**config.mk**
```make
export PLATFORM = sky130hd
export DESIGN_NAME = dmem_bus_ctrl
export DESIGN_NICKNAME = d
export VERILOG_FILES = /design/src/rtl/dmem_bus_ctrl.sv
export SDC_FILE = /design/constraint.sdc
export NUM_CORES = 1
export LEC_CHECK = 0
export CORE_MARGIN = 2
export CORE_UTILIZATION = 33
export CTS_BUF_LIST = sky130_fd_sc_hd__clkbuf_16
export CTS_CLUSTER_SIZE = 12
export DETAILED_ROUTE_END_ITERATION = 6
export GPL_TIMING_DRIVEN = 0
export PLACE_DENSITY = 0.67
export SLEW_MARGIN = 40
export SYNTH_ARGS = -nofsm -noshare
export SYNTH_HDL_FRONTEND = slang
export SYNTH_SLANG_ARGS = --single-unit
```
**constraint.sdc**
```tcl
create_clock -name clk -period 2.3 [get_ports clk]
set_input_delay 0.345 -clock clk [delete_from_list [all_inputs] [get_ports clk]]
set_output_delay 0.345 -clock clk [all_outputs]
set_load 0.05 [all_outputs]
```
**src/rtl/dmem_bus_ctrl.sv**
```systemverilog
// dmem_bus_ctrl: runs one LSU load/store on the valid/ready data bus,
// holds the pipeline until completion, and aborts slaves that never answer.
//
// Ports:
//   clk, rst_n            core clock, async active-low reset
//   req_rd, req_wr        load / store request, held until stall falls
//   addr, wr_data,        LSU address, masked store data and
//   wr_mask               per-bit store mask
//   rd_data               registered load data (last completed read)
//   stall                 pipeline hold
//   mem_err               one-cycle error pulse in the completion cycle
//   bus_valid, bus_we,    bus request, direction,
//   bus_addr, bus_wdata,  word-aligned address, write data
//   bus_be                byte enables
//   bus_ready, bus_rdata, slave accept, read data and error,
//   bus_err               all qualified by bus_ready
module dmem_bus_ctrl #(
  parameter int unsigned TIMEOUT = 255
) (
  input  logic        clk,
  input  logic        rst_n,
  input  logic        req_rd,
  input  logic        req_wr,
  input  logic [31:0] addr,
  input  logic [31:0] wr_data,
  input  logic [31:0] wr_mask,
  output logic [31:0] rd_data,
  output logic        stall,
  output logic        mem_err,
  output logic        bus_valid,
  output logic        bus_we,
  output logic [31:0] bus_addr,
  output logic [31:0] bus_wdata,
  output logic [3:0]  bus_be,
  input  logic        bus_ready,
  input  logic [31:0] bus_rdata,
  input  logic        bus_err
);

  typedef enum logic [1:0] {
    IDLE,
    BUS,
    DONE
  } state_t;

  localparam logic [15:0] TLIM = 16'(TIMEOUT - 1);

  state_t      state;
  logic [15:0] tcnt;
  logic [3:0]  be_w;
  logic        req;
  logic        skip;

  always_comb begin
    be_w = '0;
    for (int i = 0; i < 4; i++) begin
      be_w[i] = |wr_mask[8*i +: 8];
    end
  end

  assign req  = req_rd | req_wr;
  // A store that touches no byte has nothing to put on the bus.
  assign skip = req_wr & (wr_mask == '0);

  assign stall = (state == BUS) |
                 ((state == IDLE) & req);

  always_ff @(posedge clk or negedge rst_n) begin
    if (!rst_n) begin
      state     <= IDLE;
      tcnt      <= '0;
      rd_data   <= '0;
      mem_err   <= 1'b0;
      bus_valid <= 1'b0;
      bus_we    <= 1'b0;
      bus_addr  <= '0;
      bus_wdata <= '0;
      bus_be    <= '0;
    end else begin
      unique case (state)
        IDLE: begin
          mem_err <= 1'b0;
          if (req) begin
            bus_addr  <= {addr[31:2], 2'b00};
            bus_we    <= req_wr;
            bus_wdata <= wr_data;
            bus_be    <= req_wr ? be_w : 4'hF;
            tcnt      <= '0;
            if (skip) begin
              state <= DONE;
            end else begin
              bus_valid <= 1'b1;
              state     <= BUS;
            end
          end
        end
        BUS: begin
          // A response on the last allowed cycle still wins
          // over the timeout.
          if (bus_ready) begin
            bus_valid <= 1'b0;
            mem_err   <= bus_err;
            state     <= DONE;
            if (!bus_we) begin
              rd_data <= bus_err ? '0 : bus_rdata;
            end
          end else if (tcnt == TLIM) begin
            bus_valid <= 1'b0;
            mem_err   <= 1'b1;
            state     <= DONE;
            if (!bus_we) begin
              rd_data <= '0;
            end
          end else begin
            tcnt <= tcnt + 16'd1;
          end
        end
        DONE: begin
          // Requests still high here belong to the access
          // that just finished.
          mem_err <= 1'b0;
          state   <= IDLE;
        end
        default: begin
          state <= IDLE;
        end
      endcase
    end
  end

endmodule
```
; ---- Word level (Yosys, flattened, before mapping)
; Index checks and enable logic that the tools add are counted.
[word_totals]
register_bits = 119
[op_classes]
n_bitwise = 4
eq_ne = 10
n_mux = 23
add_sub_neg = 1
reduce_logical = 16
[ops]
columns = op, n
row1 = $mux W32, 5
row2 = $mux W16, 3
row3 = $logic_not A32 Y1, 1
row4 = $pmux W16 S2, 1
row5 = $reduce_or A8 Y1, 4
row6 = $add A16 B1 Y16 const B, 1
row7 = $eq A16 B8 Y1 const B, 1
row8 = $ne A2 B2 Y1 const B, 6
row9 = $reduce_and A4 Y1, 3
row10 = $mux W2, 4
row11 = $mux W1, 6
row12 = $reduce_and A2 Y1, 3
row13 = $reduce_bool A2 Y1, 3
row14 = $mux W4, 1
row15 = $pmux W1 S2, 2
row16 = $pmux W2 S2, 1
row17 = $ne A3 B2 Y1 const B, 1
row18 = $and A1 B1 Y1, 2
row19 = $eq A2 B1 Y1 const B, 1
row20 = $eq A2 B2 Y1 const B, 1
row21 = $logic_not A2 Y1, 1
row22 = $or A1 B1 Y1, 2
row23 = $reduce_or A2 Y1, 1

; ---- Depth between registers and ports, before layout
[logic_depth]
ltp_word = 5
depth_mapped = 9
depth_no_buf = 6

; ---- Worst setup path after synthesis
; OpenSTA, ideal clock, no wires.
[synth_path]
path_kind = register -> register
from = register tcnt[13]
to = register rd_data[0]
setup_ns = 0.124
t_required_ns = 2.176
path_buffers = 3
period_less_slack_ns = 1.867
stages_incl_launch_ff = 9
setup_slack_ns = 0.433
arrival_ns = 1.743
path_cell_list = dfrtp_1 nor4_1 and4b_1 buf_6 a21oi_2 or3_1 buf_6 buf_12 mux2i_1
[synth_between]
elab_chain_cells = 3
word_cells_on_any_way = 4
cone_classes = 2 x eq/ne / 2 x reduce/logical
[synth_lines]
columns = item, line_no
row1 = start: declaration, 49  ; logic [15:0] tcnt;
row2 = start signal: assignment, 115  ; tcnt <= tcnt + 16'd1;
row3 = $eq A16 B8 Y1 *, 107  ; end else if (tcnt == TLIM) begin
row4 = $ne A2 B2 Y1 (no line) / $reduce_bool A2 Y1 (equally long branches), --
row5 = $reduce_and A4 Y1 (no line) *, --
row6 = end signal: assignment, 105  ; rd_data <= bus_err ? '0 : bus_rdata;
row7 = end: declaration, 27  ; output logic [31:0] rd_data,
; Mark *: on every way between the ends. The rest lies on a longest branch, timed or not.
; A chain may end at the register's enable or synchronous reset.

; ---- Final worst setup path
[layout_path]
from = input port req_wr
to = output port stall
[layout_between]
elab_chain_cells = 3
[layout_lines]
columns = item, line_no
row1 = start: declaration, 23  ; input logic req_wr,
row2 = $or A1 B1 Y1, 61  ; assign req = req_rd | req_wr;
row3 = $and A1 B1 Y1, 66  ; ((state == IDLE) & req);
row4 = $or A1 B1 Y1, 65  ; assign stall = (state == BUS) |
row5 = end: declaration, 28  ; output logic stall,
; No other way between the ends.

==> metrics.md <==
| Metric | Value |
|---|---|
| Worst Tran Pin Value | `0.578 ns` |
| Hold Fails Final Rpt | `0` |
| Ys flop type | `dfrtp_1` |
| CTS tree | `done` |
| FILL cells | `~1.4k` |
| DR vias/cell | `4.55` |
| Share of cells above drive strength 1 | `under 10%` |
| CP max stage delay | `0.48 ns` |
| Slew Limit Fails | `0` |
| Mapped Cells | `543` |
| Worst-path clk slew | `0.05 ns` |
| Simple-Gate Fraction of Synth Area | `23.0%` |
| Syn_area_per_cell | `9.40 um2` |
| Post-DP HPWL | `11,300 um` |
| Worst Skew | `between 0.006 and 0.007 ns` |
| Clk sinks | `~120` |
| Clock Latency Late Sink | `around 0.41 ns` |
| Max VDD drop | `0.000944 V` |
| GRT overflow | `0` |
| Die Footprint | `16,500 um2` |
| Post-detailed-route count of antenna-violating nets | `0` |
| Max FO, Critical Path | `5` |
| Slew HR | `61.5%` |
| Fin nets | `933` |
| # rows | `45` |
| F_max | `roughly 0.46 GHz` |
| Ys Warns | `0` |
| All-Layer GR Usage | `18.2%` |
| Via count | `4,539` |
| Die extent in y | `128 um` |
| Layout overhead on the synthesized area | `62.0%` |
| Finish-stage setup viols | `0` |
| Crit-path cells | `clkdlybuf4s50_1 > o21ai_1 > nand2_1 > clkdlybuf4s18_2` |
| Initial antenna violation count | `0` |
| Leakage | `around 3.9 nW` |
| Critical Path Source Type | `input pin` |
| Fin crit share | `94.3%` |
| RSZ-0062 raised after global routing | `false` |
| # DRC | `0` |
| Pre-CTS setup slack | `-0.307 ns` |
| Syn Std Cell Area | `between 5000 and 6000 um2` |
| Crit path arrival time | `1.82 ns` |
| CTS root buffer | `clkbuf_16` |
| Router iterations before antenna repair | `4` |
| Slack of the critical path | `0.130 ns` |
| Port Buffers | `233` |
| WS Path Type | `in -> out` |
| Worst path slowest cell | `clkdlybuf4s50_1` |
| Post-synthesis cell type count | `37` |
| Min-delay worst type | `in -> async` |
| Vias in the first global route | `4,636` |
| Final WL | `14,900 um` |
| Maximum number of pins on one net before global-route repair | `61` |
| Core area | `15,100 um2` |
| Starting density of the core | `33.7%` |
| Clock buffer depth | `2` |
| DR iter-0 viols | `154` |
| Final RePlAce weighted congestion | `0.805` |
| Antenna cells | `0` |
| Synth Register Bits | `119` |
| Synth Area in Compound Gates | `2.72%` |
| Synth Area in Adders | `0.490%` |
| Clock H-tree levels | `4` |
| Die X | `128 um` |
| Max Cap Viol | `0` |
| Synth Area in XOR/XNOR | `2.23%` |
| Pwr Density | `1520 nW/um2` |
| Run status | `finished clean` |
| Final period demand of the worst path | `2.17 ns` |
| Fraction of registers with async set/reset | `100%` |
| I/O Pins | `238` |
| Inst Count DP | `966` |
| Required @ worst endpoint | `between 1.5 and 2 ns` |
| Largest family of logic cells by synthesized area | `simple AND/OR/NAND/NOR gates` |
| CTS Buf Count | `17` |
| Non-filler instance count after layout | `approximately 1,000` |
| First-pass GRT wire length | `23,300 um` |
| Routed len/inst | `14.9 um` |
| EDFF count, synth | `0` |
| Post-synthesis mux area share | `6.89%` |
| Setup crit end kind | `output pin` |
| Register area share after synthesis | `58.3%` |
-- state kept, by name (all words and copies together) (netlist names) --
name	cells
tcnt	16
bus_be	4
mem_err	1
rd_data	32
bus_valid	1
bus_we	1
state	2
bus_addr	30
bus_wdata	32
-- critical path: cells and delay by family --
family	cells	cell delay [ns]
buf+inv	2	0.86
compound gates	1	0.43
simple gates	1	0.17
-- synth_stat cells (3+ instances only) --
library cell	n	area share [%]
nand2_1	238	18
dfrtp_1	119	58
inv_1	37	2.7
mux2i_1	34	6.7
clkbuf_1	19	1.4
nor2_1	15	1.1
nor4_1	14	1.7
xnor2_1	12	2.1
nor3_1	5	0.49
nand3_1	4	0.39
nand4_1	4	0.49
a211oi_1	3	0.44
buf_12	3	1.2
buf_4	3	0.44
o21a_1	3	0.44
o21ai_0	3	0.29
o22a_1	3	0.51
-- layout by cell type, fill, tap and decap left out, types with 5 or more instances in the layout --
cell               n
clkbuf_1          17
clkbuf_16         17
clkdlybuf4s50_1  231
clkinv_2           7
dfrtp_1          119
inv_1             41
mux2i_1           34
nand2_1          238
nor2_1            14
nor3_1             5
nor4_1            14
xnor2_1           12
-- stage by stage --
step | area [um2] | TNS (ns) | hold slack [ns] | utilization [%] | power (mW)
after detailed placement | 7710 | -12.14 | 0.313 | 50.9 | 10.2
after global placement | 7670 | -450.25 | 0.456 | 50.7 | 10.1
after global routing | 8270 | 0 | 0.451 | 54.6 | 13.3
final | 8270 | 0 | 0.458 | 54.6 | 12.6
after floorplan | 5110 | 0 | 0.0494 | - | 7.71
after CTS | 8270 | 0 | 0.441 | 54.6 | 12.7
-- final cells by class --
cell class | count | area, um2 | area share, %
clock buffer | 17 | 425 | 5.15
multi-input combinational | 360 | 1810 | 21.9
buffer | 27 | 178 | 2.15
sequential | 119 | 2980 | 36.0
tap | 188 | 235 | 2.85
inverter | 37 | 139 | 1.68
timing repair buffer | 235 | 2370 | 28.7
clock inverter | 15 | 123 | 1.48
-- what timing repair did --
item	in CTS	in global routing
setup buffers	0	0
endpoints found under the hold margin	59	0
resized for setup	4	2
endpoints found under the setup margin	2	11
hold buffers	1	0
-- path summary, 6_finish.rpt --
path	startpoint	endpoint	slack, ns	depth (start not counted)
max in group asynchronous	rst_n	bus_addr[30]	1.13	3
setup / recovery	req_wr	stall	0.13	4
hold / removal	rst_n	rd_data[11]	0.46	2
setup reg to reg	tcnt[13]	rd_data[29]	0.31	8
hold reg to reg	tcnt[4]	tcnt[4]	0.47	1
min in group clk	addr[6]	bus_addr[6]	0.46	3
-- layer usage --
layer / GRT usage (%) / share of wire, %
met5: 0 / 0
met1: 22.1 / 42
met2: 29.6 / 48
met3: 6.94 / 8.3
met4: 6.53 / 2.0
-- report_power, final --
group | switching (mW) | total (mW) | leakage [nW] | internal [mW]
logic | 4.53 | 6.71 | 2.12 | 2.18
registers | 0.479 | 3.41 | 1.51 | 2.93
clock network | 0.896 | 2.45 | 0.292 | 1.56
-- cells by family after synthesis --
kind of cell / after synthesis
AO/OA/AOI/OAI: 19
flip-flops: 119
buffers and inverters: 65
other: 1
adder cells (fa/ha/maj): 2
multiplexers: 35
AND/OR/NAND/NOR: 289
XOR/XNOR: 13
Note: power is estimated with default switching activity, not from simulation.
